==> src/rtl/prog_uart_loader.sv <==
// prog_uart_loader: UART bootloader that streams a length-prefixed word image into program RAM
// while holding the processor in reset.
module prog_uart_loader #(
    parameter int CLK_FREQ       = 100000000,
    parameter int BAUD           = 115200,
    parameter int ADDR_W         = 17,
    parameter int TIMEOUT_CYCLES = 10000000
) (
    input  logic              clk_i,
    input  logic              rst_ni,
    input  logic              prog_rx_i,
    output logic              prog_we_o,
    output logic [ADDR_W-1:0] prog_addr_o,
    output logic [31:0]       prog_wdata_o,
    output logic              system_reset_o,
    output logic              prog_mode_led_o,
    output logic              prog_err_o
);
    localparam int CLKS_PER_BIT = CLK_FREQ / BAUD;
    localparam int CNT_W = $clog2(CLKS_PER_BIT + 1);
    localparam int TO_W = $clog2(TIMEOUT_CYCLES + 1);
    localparam logic [CNT_W-1:0] HALF_M1 = CNT_W'(CLKS_PER_BIT / 2 - 1);
    localparam logic [CNT_W-1:0] FULL_M1 = CNT_W'(CLKS_PER_BIT - 1);
    localparam logic [TO_W-1:0] TO_M1 = TO_W'(TIMEOUT_CYCLES - 1);
    localparam logic [32:0] MAX_WORDS = 33'd1 << ADDR_W;
    localparam logic [1:0] RX_IDLE = 2'd0, RX_START = 2'd1, RX_DATA = 2'd2, RX_STOP = 2'd3;
    localparam logic [1:0] IDLE = 2'd0, LEN = 2'd1, DATA = 2'd2, DONE = 2'd3;

    logic [1:0]        sync_q, sync_d;
    logic              rx_prev_q, rx_prev_d;
    logic [1:0]        rx_st_q, rx_st_d;
    logic [CNT_W-1:0]  cnt_q, cnt_d;
    logic [2:0]        bit_q, bit_d;
    logic [7:0]        sh_q, sh_d;
    logic              rx, byte_valid, frame_err;
    logic [1:0]        state_q, state_d;
    logic [1:0]        bcnt_q, bcnt_d;
    logic [23:0]       word_q, word_d;
    logic [31:0]       len_q, len_d, asm;
    logic [ADDR_W:0]   addr_q, addr_d;
    logic [TO_W-1:0]   to_q, to_d;
    logic [3:0]        done_q, done_d;
    logic              we_q, we_d, err_q, err_d, sysrst_q, sysrst_d, led_q, led_d;
    logic [ADDR_W-1:0] waddr_q, waddr_d;
    logic [31:0]       wdata_q, wdata_d;

    assign rx = sync_q[1];
    assign sync_d = {sync_q[0], prog_rx_i};
    assign rx_prev_d = rx;

    always_comb begin
        rx_st_d = rx_st_q;
        cnt_d = cnt_q + 1'b1;
        bit_d = bit_q;
        sh_d = sh_q;
        byte_valid = 1'b0;
        frame_err = 1'b0;
        case (rx_st_q)
            RX_IDLE: begin
                cnt_d = '0;
                if (rx_prev_q && !rx) rx_st_d = RX_START;
            end
            RX_START: if (cnt_q == HALF_M1) begin
                cnt_d = '0;
                bit_d = '0;
                rx_st_d = rx ? RX_IDLE : RX_DATA;
            end
            RX_DATA: if (cnt_q == FULL_M1) begin
                cnt_d = '0;
                sh_d = {rx, sh_q[7:1]};
                bit_d = bit_q + 1'b1;
                if (bit_q == 3'd7) rx_st_d = RX_STOP;
            end
            default: if (cnt_q == FULL_M1) begin
                byte_valid = rx;
                frame_err = !rx;
                rx_st_d = RX_IDLE;
            end
        endcase
    end

    // Bytes shift in from the top, so after four bytes the first one sits in bits [7:0].
    assign asm = {sh_q, word_q};

    always_comb begin
        state_d = state_q;
        bcnt_d = bcnt_q;
        word_d = word_q;
        len_d = len_q;
        addr_d = addr_q;
        to_d = '0;
        done_d = '0;
        we_d = 1'b0;
        waddr_d = waddr_q;
        wdata_d = wdata_q;
        err_d = 1'b0;
        case (state_q)
            IDLE: begin
                bcnt_d = '0;
                if (byte_valid && sh_q == 8'hA5) state_d = LEN;
            end
            LEN, DATA: begin
                to_d = to_q + 1'b1;
                if (frame_err || (!byte_valid && to_q == TO_M1)) begin
                    err_d = 1'b1;
                    state_d = IDLE;
                end else if (byte_valid) begin
                    to_d = '0;
                    word_d = asm[31:8];
                    bcnt_d = bcnt_q + 1'b1;
                    if (bcnt_q == 2'd3 && state_q == LEN) begin
                        len_d = asm;
                        addr_d = '0;
                        if (asm == '0) state_d = DONE;
                        else if ({1'b0, asm} > MAX_WORDS) begin
                            err_d = 1'b1;
                            state_d = IDLE;
                        end else state_d = DATA;
                    end else if (bcnt_q == 2'd3) begin
                        we_d = 1'b1;
                        waddr_d = addr_q[ADDR_W-1:0];
                        wdata_d = asm;
                        addr_d = addr_q + 1'b1;
                        if (32'(addr_q) + 32'd1 == len_q) state_d = DONE;
                    end
                end
            end
            default: begin
                done_d = done_q + 1'b1;
                if (done_q == 4'd15) state_d = IDLE;
            end
        endcase
    end

    assign sysrst_d = (state_d == IDLE);
    assign led_d = (state_d != IDLE);

    always_ff @(posedge clk_i or negedge rst_ni) begin
        if (!rst_ni) begin
            sync_q <= 2'b11;
            rx_prev_q <= 1'b1;
            rx_st_q <= RX_IDLE;
            cnt_q <= '0;
            bit_q <= '0;
            sh_q <= '0;
            state_q <= IDLE;
            bcnt_q <= '0;
            word_q <= '0;
            len_q <= '0;
            addr_q <= '0;
            to_q <= '0;
            done_q <= '0;
            we_q <= 1'b0;
            waddr_q <= '0;
            wdata_q <= '0;
            err_q <= 1'b0;
            sysrst_q <= 1'b1;
            led_q <= 1'b0;
        end else begin
            sync_q <= sync_d;
            rx_prev_q <= rx_prev_d;
            rx_st_q <= rx_st_d;
            cnt_q <= cnt_d;
            bit_q <= bit_d;
            sh_q <= sh_d;
            state_q <= state_d;
            bcnt_q <= bcnt_d;
            word_q <= word_d;
            len_q <= len_d;
            addr_q <= addr_d;
            to_q <= to_d;
            done_q <= done_d;
            we_q <= we_d;
            waddr_q <= waddr_d;
            wdata_q <= wdata_d;
            err_q <= err_d;
            sysrst_q <= sysrst_d;
            led_q <= led_d;
        end
    end

    assign prog_we_o = we_q;
    assign prog_addr_o = waddr_q;
    assign prog_wdata_o = wdata_q;
    assign prog_err_o = err_q;
    assign system_reset_o = sysrst_q;
    assign prog_mode_led_o = led_q;
endmodule

==> config.mk <==
export PLATFORM = sky130hd
export DESIGN_NAME = prog_uart_loader
export DESIGN_NICKNAME = d
export VERILOG_FILES = /design/src/rtl/prog_uart_loader.sv
export SDC_FILE = /design/constraint.sdc
export NUM_CORES = 1
export LEC_CHECK = 0
export CORE_MARGIN = 1.5
export CORE_UTILIZATION = 50
export CTS_BUF_LIST = sky130_fd_sc_hd__clkbuf_16
export CTS_CLUSTER_SIZE = 8
export DETAILED_ROUTE_END_ITERATION = 8
export MAX_ROUTING_LAYER = met4
export PLACE_DENSITY = 0.84
export SLEW_MARGIN = 20
export SYNTH_ARGS = -nofsm -noshare
export SYNTH_HDL_FRONTEND = slang
export SYNTH_SLANG_ARGS = --single-unit
==> constraint.sdc <==
create_clock -name clk_i -period 2.4 [get_ports clk_i]
set_input_delay 0.48 -clock clk_i [delete_from_list [all_inputs] [get_ports clk_i]]
set_output_delay 0.48 -clock clk_i [all_outputs]
set_load 0.01 [all_outputs]
==> results of run 1 <==
-- path summary, 6_finish.rpt --
kind                            from          to
max                         cnt_q[0]    len_q[2]
min                        sync_q[0]   sync_q[1]
max reg2reg                 cnt_q[0]    len_q[2]
min reg2reg                sync_q[0]   sync_q[1]
max in group asynchronous     rst_ni  addr_q[10]
min in group asynchronous     rst_ni     sh_q[5]
-- power groups by stage --
stage / combinational [mW] / sequential [mW] / clock (mW)
2_1_floorplan: 0.136 / 3.30 / 0
3_3_place_gp: 0.312 / 3.29 / 0
3_5_place_dp: 0.324 / 3.29 / 0
4_1_cts: 0.358 / 3.23 / 2.99
5_1_grt: 0.400 / 3.24 / 3.13
6_report: 0.366 / 3.24 / 2.98
-- what timing repair did --
item	4_1_cts	5_1_grt
hold endpoints to repair	37	0
pin swaps	1	10
gates resized for setup	6	41
hold buffers	1	0
setup buffers	3	3
endpoints found under the setup margin	85	97
cloned	0	4
-- flip-flops by register name, indices dropped and copies added (netlist names), 3 cells and up --
signal        cells
prog_wdata_o     32
word_q           24
prog_addr_o      17
cnt_q            10
bit_q             3
addr_q           18
len_q            32
done_q            4
sh_q              8
to_q             24
-- Yosys cell counts, types with 4 or more instances --
| master | number | area (um2) |
|---|---|---|
| clkbuf_1 | 19 | 71.32 |
| nand3_1 | 25 | 125.1 |
| buf_6 | 7 | 78.83 |
| xor2_1 | 30 | 262.8 |
| nor4_1 | 15 | 93.84 |
| xnor2_1 | 31 | 271.5 |
| a31oi_1 | 6 | 37.54 |
| or3_1 | 4 | 25.02 |
| nor2b_1 | 7 | 43.79 |
| a21oi_1 | 12 | 60.06 |
| nand2_1 | 266 | 998.5 |
| nand4_1 | 13 | 81.33 |
| dfstp_2 | 4 | 105.1 |
| o21ai_0 | 36 | 180.2 |
| buf_4 | 6 | 45.04 |
| nor3_1 | 13 | 65.06 |
| o21a_1 | 4 | 30.03 |
| nand2b_1 | 5 | 31.28 |
| mux2_1 | 11 | 123.9 |
| dfrtp_1 | 181 | 4529 |
| and3_1 | 7 | 43.79 |
| inv_1 | 9 | 33.78 |
| mux2_2 | 31 | 349.1 |
| nor2_1 | 77 | 289.0 |
| ha_1 | 11 | 137.6 |
-- per-stage QoR --
step / util / hold WS, ns
6_report: 0.6393 / 0.3570
3_5_place_dp: 0.5842 / 0.3468
3_3_place_gp: 0.5842 / 0.3471
2_1_floorplan: - / 0.1844
4_1_cts: 0.6251 / 0.3572
5_1_grt: 0.6393 / 0.3657
-- layout make-up --
| class | count | area share |
|---|---|---|
| Sequential cell | 185 | 0.4356 |
| Multi-Input combinational cell | 652 | 0.3636 |
| Timing Repair Buffer | 125 | 0.1129 |
| Clock buffer | 17 | 0.03999 |
| Tap cell | 220 | 0.02587 |
| Clock inverter | 15 | 0.01882 |
| Inverter | 9 | 0.003175 |
-- routing by layer --
| metal | up-vias | share of wire | GRT usage |
|---|---|---|---|
| li1 | 3170 | - | - |
| met1 | 3418 | 0.42 | 0.3078 |
| met2 | 307 | 0.49 | 0.3608 |
| met3 | 57 | 0.069 | 0.04346 |
| met4 | 0 | 0.025 | 0.1002 |
| met5 | - | 0 | - |
-- logic make-up (layout without fill, tap and decap cells) --
kind of cell	after synthesis	count (layout)
muxes	45	45
adders and majority gates	11	11
and+or+nand+nor	457	457
buffers and inverters	44	166
xor gates and xnor gates	61	61
AOI/OAI and AO/OA	78	78
DFF	185	185
==> reports/qor.csv, run 1 <==
stage,metric,value,unit
setup_path,Critical Path Max Stage Delay,0.54,ns
setup_path,CP max FO,12,
floorplan,die area,17910,um2
route,antenna-violating nets left,0,
setup_path,WP buf/inv,2,
layout,Layout Cells excl Fill,1223,
pwr,Clock power frac,0.453,
layout,"commonest non-fill, non-tap cell in the layout",nand2_1,
status,violated checks,negative setup slack,
clock_tree,CTS tree,done,
layout,most frequent cells in the layout,"nand2_1, dfrtp_1, nor2_1",
floorplan,IO Pins,56,
synthesis,Post-Syn Area,8557,um2
synthesis,asr flop ratio synth,1.000,
sta,final worst slack,-0.06138,ns
synthesis,sequential element share of the synthesized area,0.5416,
sta,Final Cycle Share,1.026,
sta,Least-Margin Pin Slew,0.6564,ns
layout,fin area,10640,um2
run,max-capacitance violation count,0,
synthesis,mean area per synthesized cell,9.713,um2
setup_path,Critical Path Start Type,register,
pwr,Internal,4.925,mW
sta,final setup violation count,34,
pwr,P_sw,1.660,mW
clock_tree,CTS sink count,185,
sta,Final Hold Viols,0,
setup_path,critical path capture point type,register,
synthesis,main combinational cell family by area after synthesis,simple AND/OR/NAND/NOR gates,
synthesis,Ys Warns,0,
place,DPL Wire Length,13.17,mm
global_routing,gr usage total,0.2347,
global_routing,first-pass GRT wire length,32.43,mm
route,1st-pass router iterations,5,
route,DR vias,6952,
global_routing,vias in the first global route,6576,
pwr,Switching Fraction,0.2521,
place,placed cell areas,9723,um2
synthesis,Most used DFF post-synth,dfrtp_1,
synthesis,Cell variety after synth,58,
pwr,Reg power frac,0.492,
clock_tree,H-tree lvl count,4,
place,placed cell count,1181,
pwr,worst ir drop on vdd,0.0005295,V
sta,max_slew headroom,0.5584,
pwr,P per Cell Area,618.9,nW/um2
hold_path,hold depth,0,
status,status,"finished, violations left",
clock_tree,CTS Buf Count,17,
route,Routed WL per cell,17.48,um
clock_tree,"Reg clk slew, reported paths",0.07,ns
clock_tree,Worst-Skew Late Latency,0.45,ns
layout,Area Growth Syn to Fin,24.33,%
setup_path,CP Class,reg -> reg,
setup_path,Crit path depth,8,
sta,count of final max-slew check failures,0,
hold_path,Hold Crit Class,reg -> reg,
global_routing,largest net degree at the start of global routing,48,
route,DR iter-0 viols,691,
pwr,leakage,5.099,nW
setup_path,FF-to-FF setup slack,-0.06,ns
floorplan,Rows,47,
clock_tree,worst-case clock buffer depth,2,
synthesis,total nets after synthesis,895,
sta,Final Skew,0.01215,ns
layout,Layout fillers,1205,
sta,Max Fclk,406.3,MHz
floorplan,Die H,133.8,um
layout,ANT cells,0,
clock_tree,CTS root buf,clkbuf_16,
synthesis,post-synthesis cell count,881,
global_routing,gr ovfl total,0,
setup_path,Arrival @ worst endpoint,2.79,ns
route,number of remaining DRC errors,0,
setup_path,FF-to-FF path depth,8,
pwr,Gate power share,0.056,
setup_path,"delay-heaviest family, CP",simple AND/OR/NAND/NOR gates,
global_routing,initial antenna violation count,0,
pwr,Total Power,6.584,mW
route,Via density,5.684,
layout,area of the multi-input gates,3869,um2
floorplan,Core Region,16640,um2
floorplan,initial core utilization,0.5142,
place,GP Congestion,0.8694,
synthesis,mux cell area share after synthesis,0.05878,
synthesis,XOR/XNOR share of the synthesized area,0.06244,
synthesis,synthesized flop and latch total,185,
setup_path,Crit-path slowest cell,or4b_4,
synthesis,Post-synth EDFFs,0,
sta,final worst path period need,2.461,ns
synthesis,Adder-Cell Fraction of Synth Area,0.01608,
layout,final net count,1004,
synthesis,Compound-Gate Fraction of Synth Area,0.05513,
setup_path,worst-path cell chain,ha_2 -> or4b_4 -> nor4_4 -> buf_4 -> nand2_4 -> nor2_4 -> buf_12 -> mux2_4,
floorplan,DIE WIDTH,133.8,um
place,PortBufs,55,
sta,unrepaired setup endpoints after global routing,true,
route,WL final,21.37,mm
place,dpl ws,-0.1213,ns
layout,layout cell share with drive strength beyond 1,0.1705,
layout,register area,4634,um2
sta,TNS Setup,-1.022,ns
synthesis,post-synthesis simple-gate area fraction,0.2375,
setup_path,worst path required time,2.73,ns
Power figures use the tool's default switching activity.
==> run 2, diff against run 1 <==
--- a/config.mk
+++ b/config.mk
@@ -6,12 +6,12 @@
 export NUM_CORES = 1
 export LEC_CHECK = 0
 export CORE_MARGIN = 1.5
-export CORE_UTILIZATION = 50
+export CORE_UTILIZATION = 51
 export CTS_BUF_LIST = sky130_fd_sc_hd__clkbuf_16
 export CTS_CLUSTER_SIZE = 8
 export DETAILED_ROUTE_END_ITERATION = 8
 export MAX_ROUTING_LAYER = met4
-export PLACE_DENSITY = 0.84
+export PLACE_DENSITY = 0.85
 export SLEW_MARGIN = 20
 export SYNTH_ARGS = -nofsm -noshare
 export SYNTH_HDL_FRONTEND = slang
==> reports/qor.csv, run 2 (same netlist as run 1, synthesis figures left out) <==
stage,metric,value,unit
pwr,P per Cell Area,602.2,nW/um2
global_routing,first-pass GRT wire length,32.55,mm
setup_path,FF-to-FF setup slack,-0.04,ns
clock_tree,CTS sink count,185,
floorplan,Core Region,16470,um2
clock_tree,worst-case clock buffer depth,2,
global_routing,largest net degree at the start of global routing,76,
floorplan,Die H,132.5,um
sta,Final Cycle Share,1.015,
setup_path,worst-path cell chain,ha_2 -> or4b_4 -> nor4_4 -> buf_4 -> nand2_4 -> nor2_4 -> buf_12 -> mux2_1,
setup_path,worst path required time,2.71,ns
sta,Final Skew,0.01569,ns
pwr,Total Power,6.425,mW
floorplan,Rows,47,
route,number of remaining DRC errors,0,
pwr,worst ir drop on vdd,0.0005690,V
sta,unrepaired setup endpoints after global routing,true,
clock_tree,CTS root buf,clkbuf_16,
sta,Max Fclk,410.5,MHz
global_routing,vias in the first global route,6500,
layout,layout cell share with drive strength beyond 1,0.1898,
layout,most frequent cells in the layout,"nand2_1, dfrtp_1, nor2_1",
route,WL final,21.04,mm
setup_path,CP Class,reg -> reg,
route,Routed WL per cell,17.23,um
sta,count of final max-slew check failures,0,
sta,Least-Margin Pin Slew,0.6973,ns
place,placed cell areas,9713,um2
run,max-capacitance violation count,0,
sta,final setup violation count,26,
place,DPL Wire Length,12.81,mm
layout,"commonest non-fill, non-tap cell in the layout",nand2_1,
setup_path,CP max FO,15,
route,1st-pass router iterations,5,
place,PortBufs,55,
setup_path,critical path capture point type,register,
clock_tree,CTS tree,done,
pwr,leakage,5.125,nW
layout,final net count,1002,
setup_path,Critical Path Start Type,register,
setup_path,Critical Path Max Stage Delay,0.55,ns
clock_tree,CTS Buf Count,17,
clock_tree,"Reg clk slew, reported paths",0.07,ns
status,violated checks,negative setup slack,
route,DR iter-0 viols,653,
floorplan,IO Pins,56,
clock_tree,H-tree lvl count,4,
layout,fin area,10670,um2
sta,max_slew headroom,0.5309,
sta,Final Hold Viols,0,
status,status,"finished, violations left",
floorplan,die area,17560,um2
route,antenna-violating nets left,0,
hold_path,Hold Crit Class,reg -> reg,
route,Via density,5.631,
setup_path,Crit-path slowest cell,or4b_4,
global_routing,initial antenna violation count,0,
sta,final worst path period need,2.436,ns
layout,ANT cells,0,
layout,Area Growth Syn to Fin,24.68,%
place,GP Congestion,0.9406,
global_routing,gr usage total,0.2372,
sta,final worst slack,-0.03582,ns
clock_tree,Worst-Skew Late Latency,0.44,ns
floorplan,DIE WIDTH,132.5,um
global_routing,gr ovfl total,0,
route,DR vias,6876,
setup_path,Arrival @ worst endpoint,2.75,ns
floorplan,initial core utilization,0.5197,
[run 2: changes by cell type in the layout (fill, tap and decap cells not counted), moves of 3 or more]
cell / previous run / this run
clkinv_4: 0 / 3
mux2_2: 12 / 24
mux2_1: 2 / 9
nand2_2: 1 / 26
mux2_4: 28 / 9
nand2_1: 265 / 239
buf_4: 58 / 55
buf_6: 4 / 1
[run 2: critical path: cells and delay by family (launching register included)]
family                     cells  cell delay (ns)
DFF                            1             0.37
muxes                          1             0.34
adders and majority gates      1             0.21
and+or+nand+nor                4             1.00
buffers and inverters          2             0.39
[run 2: cell type report]
cell class                 instances  area (um2)
clock buffer                      17       425.4
tap                              220       275.3
inverter                           9       33.78
sequential                       185        4634
clock inverter                    15       178.9
fill                            1180        5797
multi-input combinational        652        3886
timing repair buffer             123        1235
[run 2: routing by layer]
layer / track usage / share of wire / up-vias
met5: - / 0 / -
met2: 0.3578 / 0.49 / 280
li1: - / - / 3166
met4: 0.08730 / 0.023 / 0
met1: 0.3274 / 0.42 / 3376
met3: 0.03755 / 0.065 / 54
[run 2: worst paths after layout]
check,start,end,depth (start not counted)
setup / recovery,cnt_q[1],len_q[25],8
hold / removal,sync_q[0],sync_q[1],0
setup reg to reg,cnt_q[1],len_q[25],8
hold reg to reg,sync_q[0],sync_q[1],0
max in group asynchronous,rst_ni,prog_we_o,3
min in group asynchronous,rst_ni,len_q[29],2
[run 2: metrics by stage]
step / TNS (ns) / cells / worst slack [ns] / hold WS [ns] / util
4_1_cts: -0.007076 / 1213 / -0.007076 / 0.3624 / 0.6296
3_3_place_gp: -0.01881 / 1178 / -0.01881 / 0.3471 / 0.5899
6_report: -0.4736 / 1221 / -0.03582 / 0.3612 / 0.6479
2_1_floorplan: -4.364 / 881 / -0.08644 / 0.1844 / -
3_5_place_dp: -0.1338 / 1178 / -0.09662 / 0.3516 / 0.5899
5_1_grt: -5.953 / 1221 / -0.1520 / 0.3677 / 0.6479
[run 2: timing repair]
item / in CTS / in global routing
gates resized for setup: 8 / 51
endpoints found under the setup margin: 84 / 93
setup buffers: 2 / 5
gates cloned: 0 / 4
hold buffers: 1 / 0
endpoints found under the hold margin: 40 / 0
pin swaps: 3 / 8
[run 2: power by group]
| part | total [mW] | leakage (nW) | internal, mW | switching (mW) |
|---|---|---|---|---|
| Sequential | 3.24 | 2.55 | 3.18 | 0.0601 |
| Combinational | 0.365 | 2.28 | 0.151 | 0.215 |
| Clock | 2.82 | 0.292 | 1.49 | 1.33 |
